**src/rtl/mux_b_t_t_n.sv**
```systemverilog
// Multi-channel race-logic mux. Each temporal select channel records the time of
// its first event in a gamma cycle; those times are matched against a shared table.
module mux_b_t_t_n #(
  parameter int GAMMA_CYCLE_WIDTH = 16,
  parameter int NUM_CHANNELS      = 4,
  parameter int NUM_INPUTS        = GAMMA_CYCLE_WIDTH,
  parameter int INPUT_WIDTH       = $clog2(GAMMA_CYCLE_WIDTH),
  parameter int IDX_WIDTH         = (NUM_INPUTS > 1) ? $clog2(NUM_INPUTS) : 1,
  parameter bit EDGE_MODE         = 1'b0
) (
  input  logic                                     aclk,
  input  logic                                     grst,
  input  logic [NUM_INPUTS-1:0][INPUT_WIDTH-1:0]   inputs,
  input  logic [NUM_CHANNELS-1:0]                  select,
  output logic [NUM_CHANNELS-1:0][INPUT_WIDTH-1:0] out,
  output logic [NUM_CHANNELS-1:0]                  hit,
  output logic [NUM_CHANNELS-1:0]                  fired,
  output logic [NUM_CHANNELS-1:0][IDX_WIDTH-1:0]   match_idx,
  output logic                                     out_valid,
  output logic [INPUT_WIDTH-1:0]                   gamma_count,
  output logic                                     gamma_start
);

  localparam logic [INPUT_WIDTH-1:0] LAST_COUNT = INPUT_WIDTH'(GAMMA_CYCLE_WIDTH - 1);

  logic                                     last_cycle;
  logic [NUM_CHANNELS-1:0]                  captured;
  logic [NUM_CHANNELS-1:0][INPUT_WIDTH-1:0] cap_time;
  logic [NUM_CHANNELS-1:0]                  select_d;
  logic [NUM_CHANNELS-1:0]                  capture_event;
  logic [NUM_CHANNELS-1:0]                  captured_next;
  logic [NUM_CHANNELS-1:0][INPUT_WIDTH-1:0] cap_time_next;
  logic [NUM_INPUTS-1:0]                    entry_in_range;
  logic [NUM_CHANNELS-1:0]                  eval_hit;
  logic [NUM_CHANNELS-1:0][IDX_WIDTH-1:0]   eval_idx;
  logic [NUM_CHANNELS-1:0][INPUT_WIDTH-1:0] eval_out;

  assign last_cycle  = (gamma_count == LAST_COUNT);
  assign gamma_start = (gamma_count == '0);

  // Wrapping gamma counter; the modulus need not be a power of two.
  always_ff @(posedge aclk or posedge grst) begin
    if (grst) begin
      gamma_count <= '0;
    end else if (last_cycle) begin
      gamma_count <= '0;
    end else begin
      gamma_count <= gamma_count + 1'b1;
    end
  end

  always_comb begin
    capture_event = '0;
    captured_next = '0;
    cap_time_next = '0;
    for (int c = 0; c < NUM_CHANNELS; c++) begin
      capture_event[c] = EDGE_MODE ? select[c] : (select[c] & ~select_d[c]);
      captured_next[c] = captured[c] | capture_event[c];
      cap_time_next[c] = (capture_event[c] && !captured[c]) ? gamma_count : cap_time[c];
    end
  end

  // select_d deliberately survives the gamma boundary so a held-high line cannot re-trigger.
  always_ff @(posedge aclk or posedge grst) begin
    if (grst) begin
      captured <= '0;
      cap_time <= '0;
      select_d <= '0;
    end else begin
      captured <= last_cycle ? '0 : captured_next;
      cap_time <= cap_time_next;
      select_d <= select;
    end
  end

  always_comb begin
    entry_in_range = '0;
    for (int i = 0; i < NUM_INPUTS; i++) begin
      entry_in_range[i] = (int'(inputs[i]) < GAMMA_CYCLE_WIDTH);
    end
  end

  // Descending scan so the lowest matching index is the one left standing.
  always_comb begin
    eval_hit = '0;
    eval_idx = '0;
    eval_out = '0;
    for (int c = 0; c < NUM_CHANNELS; c++) begin
      for (int i = NUM_INPUTS - 1; i >= 0; i--) begin
        if (captured_next[c] && entry_in_range[i] && (inputs[i] == cap_time_next[c])) begin
          eval_hit[c] = 1'b1;
          eval_idx[c] = IDX_WIDTH'(i);
        end
      end
      if (eval_hit[c]) begin
        eval_out[c] = cap_time_next[c];
      end
    end
  end

  always_ff @(posedge aclk or posedge grst) begin
    if (grst) begin
      out       <= '0;
      hit       <= '0;
      fired     <= '0;
      match_idx <= '0;
      out_valid <= 1'b0;
    end else begin
      out_valid <= last_cycle;
      if (last_cycle) begin
        out       <= eval_out;
        hit       <= eval_hit;
        fired     <= captured_next;
        match_idx <= eval_idx;
      end
    end
  end

endmodule

```
**config.mk**
```make
export PLATFORM = sky130hd
export DESIGN_NAME = mux_b_t_t_n
export DESIGN_NICKNAME = d
export VERILOG_FILES = /design/src/rtl/mux_b_t_t_n.sv
export SDC_FILE = /design/constraint.sdc
export NUM_CORES = 1
export LEC_CHECK = 0
export BUFFER_PORTS_ARGS = -buffer_cell sky130_fd_sc_hd__buf_2
export CAP_MARGIN = 20
export CORE_ASPECT_RATIO = 2
export CORE_MARGIN = 3
export CORE_UTILIZATION = 59
export CTS_BUF_LIST = sky130_fd_sc_hd__clkbuf_2 sky130_fd_sc_hd__clkbuf_4 sky130_fd_sc_hd__clkbuf_8
export DETAILED_ROUTE_END_ITERATION = 8
export GPL_ROUTABILITY_DRIVEN = 0
export GPL_TIMING_DRIVEN = 0
export PLACE_DENSITY = 0.82
export SYNTH_ARGS = -nofsm -noshare
export SYNTH_HDL_FRONTEND = slang
export SYNTH_SLANG_ARGS = --single-unit
```
**constraint.sdc**
```tcl
create_clock -name aclk -period 3.73 [get_ports aclk]
set_input_delay 0 -clock aclk [delete_from_list [all_inputs] [get_ports aclk]]
set_output_delay 0 -clock aclk [all_outputs]
set_load 0.01 [all_outputs]
```
==> summary.md, run 1 <==
| Metric | Value |
|---|---|
| NetSw | 1428 uW |
| Pin count of the biggest net entering global routing | 70 |
| Post-Route Utilization | 67.23% |
| Filler cell count in the final layout | 1057 |
| Multi-input gate area | 5161 um^2 |
| Mean number of vias per cell | 6.903 |
| Total die area | 14240 um^2 |
| Cts bufs inserted | 9 |
| Final antenna diode count | 0 |
| Setup repair after global routing missed its margin | false |
| H-tree depth reported by CTS | 3 |
| Number of slew-limit violations in the final report | 0 |
| Vias | 7959 |
| Die extent in y | 165.8 um |
| Vias in the first global route | 7934 |
| DRC violation count after routing | 0 |
| Element type at the critical path end | flop |
| Max clock buf depth | 2 |
| Number of flops mapped to enable cells by yosys | 0 |
| IR Drop Worst-Case VDD | 0.2942 mV |
| Antenna violations before repair | 0 |
| Run status | complete, but fails checks |
| Std-Cell Core Area | 12340 um^2 |
| FFs w/ async S/R, synth | 100.0% |
| Slew at the pin closest to its max-slew limit | 1055 ps |
| Number of distinct standard cells referenced by the synthesized netlist | 79 |
| Hold crit path type | primary input to flop |
| Register area share after synthesis | 22.92% |
| Min Clock Period, post-route | 3737 ps |
| Count of non-filler cells in the finished layout | 1153 |
| Yosys reg bits | 69 |
| Number of I/O pins | 116 |
| Internal power of the cells | 1947 uW |
| Endpoints failing setup | 1 |
| Overall power consumption | 3374 uW |
| Proportion of layout cells with a drive suffix above 1 | 13.62% |
| Average size of a mapped cell | 8.117 um^2 |
| Clock group share of total power | 21.7% |
| Synthesized Nets | 1000 |
| Fmax achieved | 267.6 MHz |
| Clock tree sinks | 69 |
| WP data arrival | 3950 ps |
| Syn. warnings | 0 |
| GRT overflow | 0 |
| CTS tree | yes |
| Fin Setup TNS | -7.280 ps |
| Synth Instances | 928 |
| Sequential power share | 30.2% |
| Post-Route WL | 29.68 mm |
| Number of maximum-capacitance constraint violations | 0 |
| Required time of the critical path | 3940 ps |
| GR met2 Demand/Resource | 65.71% |
| Fin crit share | 100.2% |
| Worst max-slew margin expressed relative to the limit | 27.87% |
| Initial core utilization | 61.05% |
| Worst-Skew Late Latency | 380 ps |
| Number of cells on the worst reg-to-reg path | 9 |
| Net Sw Frac | 42.31% |
| Number of failing hold endpoints at the final stage | 0 |
| Critical path class | flop to flop |
| Leakage component of the power | 0.003433 uW |
| Placed wire-length estimate | 21.74 mm |
| Wire length per cell | 25.74 um |
| Clock Pin Slew Worst Setup and Hold Paths | 90 ps |
| Syn Std Cell Area | 7532 um^2 |
| Global-route wire length before repair | 44.85 mm |
| Initial drt markers | 972 |
| Met3 capacity usage during global routing | 9.285% |
| Count of buffers inserted at the top-level ports | 57 |
| Horiz. Die Dim | 85.90 um |
| Commonest non-fill, non-tap cells in the layout | sky130_fd_sc_hd__xnor2_1 (131), sky130_fd_sc_hd__buf_2 (77), sky130_fd_sc_hd__dfrtp_1 (69) |
| Number of cell rows | 57 |
| Setup slack, reg-to-reg | -7 ps |
| Worst clock skew | 11.77 ps |
| Routed Antenna Nets | 0 |
| Kind of start point of the critical path | flop |
| Number of nets in the finished design | 1073 |
| Fraction of power consumed by combinational cells | 48.1% |
| Placed Cells | 1132 |
| Layout Area Growth over Synthesis | 10.13% |
| Violations in the final reports | negative setup slack |
| Most heavily used metal layer in global routing | met2 |
| Met1 track demand over resource in global routing | 47.22% |
| Sequential cell area in the final layout | 1727 um^2 |
| Power per Cell Area | 406.8 nW/um^2 |
| Top flip-flop cell by instance count after synthesis | sky130_fd_sc_hd__dfrtp_1 |
| Worst Slack Setup Final | -7.280 ps |
| Most common cell after layout, fill and taps aside | sky130_fd_sc_hd__xnor2_1 |
| CTS Root Buffer Type | sky130_fd_sc_hd__clkbuf_8 |
| Buffers inserted during post-CTS setup optimization | 0 |
| Count of TritonRoute iterations in the first routing pass | 6 |
| Maximum fanout along the worst path | 10 |
| Total routing resource utilization after global routing | 41.57% |
| Number of cells traversed by the worst hold path | 5 |
## synth_stat cells (4+ instances only)
| cell type | instances | share of area, % |
|---|---|---|
| sky130_fd_sc_hd__xnor2_1 | 131 | 15 |
| sky130_fd_sc_hd__dfrtp_1 | 69 | 23 |
| sky130_fd_sc_hd__xor2_1 | 62 | 7.2 |
| sky130_fd_sc_hd__clkbuf_1 | 60 | 3.0 |
| sky130_fd_sc_hd__nand2_1 | 55 | 2.7 |
| sky130_fd_sc_hd__nor2_1 | 47 | 2.3 |
| sky130_fd_sc_hd__inv_1 | 42 | 2.1 |
| sky130_fd_sc_hd__nor4_1 | 40 | 3.3 |
| sky130_fd_sc_hd__mux2i_1 | 39 | 5.2 |
| sky130_fd_sc_hd__o21ai_0 | 38 | 2.5 |
| sky130_fd_sc_hd__a21oi_1 | 27 | 1.8 |
| sky130_fd_sc_hd__buf_1 | 26 | 1.3 |
| sky130_fd_sc_hd__nand3_1 | 24 | 1.6 |
| sky130_fd_sc_hd__buf_2 | 20 | 1.3 |
| sky130_fd_sc_hd__o31ai_1 | 20 | 2.0 |
| sky130_fd_sc_hd__nand2b_1 | 14 | 1.2 |
| sky130_fd_sc_hd__o22ai_1 | 14 | 1.2 |
| sky130_fd_sc_hd__nor3_1 | 13 | 0.86 |
| sky130_fd_sc_hd__a2111oi_0 | 12 | 1.4 |
| sky130_fd_sc_hd__a211oi_1 | 10 | 1.0 |
| sky130_fd_sc_hd__a31oi_1 | 9 | 0.75 |
| sky130_fd_sc_hd__o221ai_1 | 9 | 1.0 |
| sky130_fd_sc_hd__nor2b_1 | 8 | 0.66 |
| sky130_fd_sc_hd__a211o_1 | 7 | 0.81 |
| sky130_fd_sc_hd__nor3b_1 | 7 | 0.70 |
| sky130_fd_sc_hd__buf_4 | 6 | 0.60 |
| sky130_fd_sc_hd__o211ai_1 | 6 | 0.60 |
| sky130_fd_sc_hd__mux2i_2 | 5 | 0.91 |
| sky130_fd_sc_hd__nand4_1 | 5 | 0.42 |
| sky130_fd_sc_hd__nor4_2 | 5 | 0.83 |
| sky130_fd_sc_hd__o41ai_1 | 5 | 0.58 |
| sky130_fd_sc_hd__a21boi_0 | 4 | 0.40 |
| sky130_fd_sc_hd__o21ai_1 | 4 | 0.27 |
| sky130_fd_sc_hd__or3b_1 | 4 | 0.47 |
## layout make-up
type,count,share of cell area (%)
inverter,43,1.976
timing repair buffer,62,4.042
sequential,69,20.81
multi-input combinational,701,62.22
buffer,115,6.048
clock inverter,7,1.192
tap,147,2.217
clock buffer,9,1.493
## power groups by stage
stage / Clock (uW) / Combinational, uW / Sequential (uW)
6_report: 734 / 1620 / 1020
5_1_grt: 756 / 1740 / 1040
4_1_cts: 731 / 1570 / 1020
3_5_place_dp: 0 / 1560 / 1030
3_3_place_gp: 0 / 1520 / 1030
2_1_floorplan: 0 / 1040 / 1100
## state kept, by name, summed over array words and instances, names as in the netlist
name,count
out,16
fired,4
select_d,4
match_idx,16
captured,4
out_valid,1
gamma_count,4
hit,4
cap_time,16
## critical path: stages (launching register included)
cell and delay [ps]:
sky130_fd_sc_hd__dfrtp_1 350, sky130_fd_sc_hd__clkbuf_1 560, sky130_fd_sc_hd__clkbuf_1 610, sky130_fd_sc_hd__nand3_1 630, sky130_fd_sc_hd__clkinv_1 410, sky130_fd_sc_hd__o41ai_1 190, sky130_fd_sc_hd__nor2_1 230, sky130_fd_sc_hd__nand4_1 150
sky130_fd_sc_hd__nor2_1 310, sky130_fd_sc_hd__a211oi_1 110
## through the flow
step | worst slack (ps) | hold slack [ps] | cell area [um^2]
final | -7.280 | 272.3 | 8295
after global routing | 35.45 | 302.4 | 8295
after CTS | 130.8 | 247.6 | 8277
after detailed placement | 152.4 | 146.8 | 8004
after global placement | 289.9 | 142.6 | 8001
after floorplan | 1021 | 31.43 | 7532
## timing repair
action,CTS,global route
endpoints found under the setup margin,0,12
hold buffers,5,0
hold endpoints to repair,75,0
gates resized for setup,0,4
## logic make-up (layout without fill, tap and decap cells)
group	after synthesis	in the layout	share of synthesized area [%]
DFF	69	69	22.92
xor gates and xnor gates	194	194	22.66
buffers and inverters	158	236	8.804
and+or+nand+nor	254	254	18.67
AOI/OAI and AO/OA	203	203	19.47
muxes	48	48	7.143
adders and majority gates	2	2	0.3322
## layer usage
metal | vias to the layer above | share of wire (%)
met1 | 3660 | 32
met5 | - | 0
met3 | 216 | 12
met4 | 0 | 9.8
met2 | 672 | 46
li1 | 3411 | -
## path summary, 6_finish.rpt
| path | startpoint | to |
|---|---|---|
| min reg2reg | match_idx[15] | match_idx[15] |
| min | inputs[5] | match_idx[0] |
| min in group asynchronous | grst | hit[2] |
| max reg2reg | gamma_count[3] | out[0] |
| max | gamma_count[3] | out[0] |
| max in group asynchronous | grst | out[14] |
(Power assumes the default switching activity.)
==> run 2, diff against run 1 <==
Settings changed: CTS_BUF_LIST sky130_fd_sc_hd__clkbuf_2 sky130_fd_sc_hd__clkbuf_4 sky130_fd_sc_hd__clkbuf_8 to sky130_fd_sc_hd__clkbuf_4.
==> run 2 against run 1 <==
Critical path type unchanged. Fmax rose by 0.82%. Cell count barely moved. Utilization fell by 0.44 points. Largest power group unchanged. Die area did not move. Setup slack improved by 30 ps. Combinational power barely moved. Critical endpoint unchanged. The run now ends clean.
==> summary.md, run 2 (synthesis gave the netlist of run 1 again) <==
| Metric | Value |
|---|---|
| Min Clock Period, post-route | 3707 ps (-30.44 ps) |
| Count of TritonRoute iterations in the first routing pass | 6 (unchanged) |
| Count of buffers inserted at the top-level ports | 57 (unchanged) |
| Most common cell after layout, fill and taps aside | sky130_fd_sc_hd__xnor2_1 |
| WP data arrival | 4010 ps (+60 ps) |
| Fmax achieved | 269.8 MHz (+0.82%) |
| Fin crit share | 99.38% (-0.82 points) |
| Run status | finished clean |
| H-tree depth reported by CTS | 3 (unchanged) |
| Wire length per cell | 25.74 um (about the same) |
| Power per Cell Area | 394.8 nW/um^2 (-2.9%) |
| Cts bufs inserted | 9 (unchanged) |
| Cell area after layout | 8242 um^2 (-0.65%) |
| Total die area | 14240 um^2 (unchanged) |
| Commonest non-fill, non-tap cells in the layout | sky130_fd_sc_hd__xnor2_1 (131), sky130_fd_sc_hd__buf_2 (77), sky130_fd_sc_hd__dfrtp_1 (69) |
| Endpoints failing setup | 0 (-1) |
| Clock Pin Slew Worst Setup and Hold Paths | 150 ps (+60 ps) |
| Worst max-slew margin expressed relative to the limit | 33.87% (+6.0 points) |
| Global-route wire length before repair | 44.78 mm (-0.15%) |
| Setup repair after global routing missed its margin | false |
| DRC violation count after routing | 0 (unchanged) |
| Setup slack after placement | 152.4 ps (unchanged) |
| Initial core utilization | 61.05% (unchanged) |
| Std-Cell Core Area | 12340 um^2 (unchanged) |
| CTS tree | yes |
| Leakage component of the power | 0.003410 uW (-0.68%) |
| Critical path class | flop to flop |
| Worst-Skew Late Latency | 480 ps (+100 ps) |
| Fin Setup TNS | 0 ps (+7.280 ps) |
| Pin count of the biggest net entering global routing | 70 (unchanged) |
| IR Drop Worst-Case VDD | 0.2944 mV (about the same) |
| Instance area at placement | 8004 um^2 (unchanged) |
| Placed wire-length estimate | 21.74 mm (unchanged) |
| Number of maximum-capacitance constraint violations | 0 (unchanged) |
| Vias | 7962 (+0.038%) |
| Worst Slack Setup Final | 23.16 ps (+30.44 ps) |
| Total routing resource utilization after global routing | 41.62% (about the same) |
| Hold crit path type | primary input to flop |
| Layout Area Growth over Synthesis | 9.419% |
| Worst clock skew | 20.54 ps (+8.765 ps) |
| Required time of the critical path | 4040 ps (+100 ps) |
| Number of failing hold endpoints at the final stage | 0 (unchanged) |
| Element type at the critical path end | flop |
| Horiz. Die Dim | 85.90 um (unchanged) |
| Slew at the pin closest to its max-slew limit | 967.0 ps (-87.64 ps) |
| Number of cell rows | 57 (unchanged) |
| Top Registers | cap_time x16, match_idx x16, out x16 |
| Kind of start point of the critical path | flop |
| Number of I/O pins | 116 (unchanged) |
| Post-Route WL | 29.70 mm (about the same) |
| Initial drt markers | 934 (-3.9%) |
| GRT overflow | 0 (unchanged) |
| Number of slew-limit violations in the final report | 0 (unchanged) |
| Antenna violations before repair | 1 (+1) |
| Mean number of vias per cell | 6.899 (about the same) |
| Clock tree sinks | 69 (unchanged) |
| Proportion of layout cells with a drive suffix above 1 | 13.62% (unchanged) |
| Number of nets in the finished design | 1073 (unchanged) |
| Routed Antenna Nets | 0 (unchanged) |
| Vias in the first global route | 7867 (-0.84%) |
| Buffers inserted during post-CTS setup optimization | 0 (unchanged) |
| Maximum fanout along the worst path | 10 (unchanged) |
| Max clock buf depth | 2 (unchanged) |
| Die extent in y | 165.8 um (unchanged) |
| CTS Root Buffer Type | sky130_fd_sc_hd__clkbuf_4 |
## run 2: cell count changes in the layout (fill, tap and decap cells not counted), sizes merged
cell and change:
diode +1
## run 2: power by group
part | switching [uW] | total (uW) | leakage [uW] | internal [uW]
logic | 981 | 1620 | 0.00246 | 639
clock network | 342 | 617 | 0.0000865 | 275
registers | 90.5 | 1020 | 0.000863 | 927
total | 1410 | 3250 | 0.00341 | 1840
## run 2: worst paths after layout
kind	startpoint	endpoint	slack (ps)	depth (start not counted)
max	gamma_count[3]	out[0]	20	9
min	inputs[5]	match_idx[0]	140	5
max reg2reg	gamma_count[3]	out[0]	20	9
min reg2reg	match_idx[15]	match_idx[15]	490	2
max in group asynchronous	grst	match_idx[15]	2860	3
min in group asynchronous	grst	hit[2]	230	3
## run 2: repair_timing
| item | in CTS | in global routing |
|---|---|---|
| endpoints found under the setup margin | 0 | 10 |
| hold buffers | 5 | 0 |
| endpoints found under the hold margin | 79 | 0 |
| resized for setup | 0 | 4 |
## run 2: stage by stage
step / hold slack, ps / util, % / std cells / total power (uW)
finish: 141.6 / 66.80 / 1154 / 3254
global route: 190.8 / 66.80 / 1154 / 3412
CTS: 139.7 / 66.63 / 1153 / 3198
detailed placement: 146.8 / 64.87 / 1132 / 2594
global placement: 142.6 / 64.85 / 1132 / 2549
floorplan: 31.43 / - / 928 / 2137
## run 2: critical path, stage by stage, from the launching register on
cell and delay (ps):
sky130_fd_sc_hd__dfrtp_1 370, sky130_fd_sc_hd__clkbuf_1 560, sky130_fd_sc_hd__clkbuf_1 620, sky130_fd_sc_hd__nand3_1 610, sky130_fd_sc_hd__clkinv_1 400, sky130_fd_sc_hd__o41ai_1 180
sky130_fd_sc_hd__nor2_1 220, sky130_fd_sc_hd__nand4_1 140, sky130_fd_sc_hd__nor2_1 310, sky130_fd_sc_hd__a211oi_1 100
## run 2: area by class of cell
type / count / area (um^2)
clock inverter: 7 / 98.84
sequential: 69 / 1727
fill: 1065 / 4096
clock buffer: 9 / 67.56
inverter: 43 / 163.9
buffer: 115 / 501.7
timing repair buffer: 62 / 335.3
tap: 147 / 183.9
antenna: 1 / 2.502
multi-input combinational: 701 / 5161
## run 2: per-layer routing
layer	global-route usage, %	vias up	routed length [um]
met2	65.68	669	13820
met3	8.540	205	3341
met5	0	-	0
li1	-	3422	-
met1	47.63	3666	9623
met4	32.94	0	2915
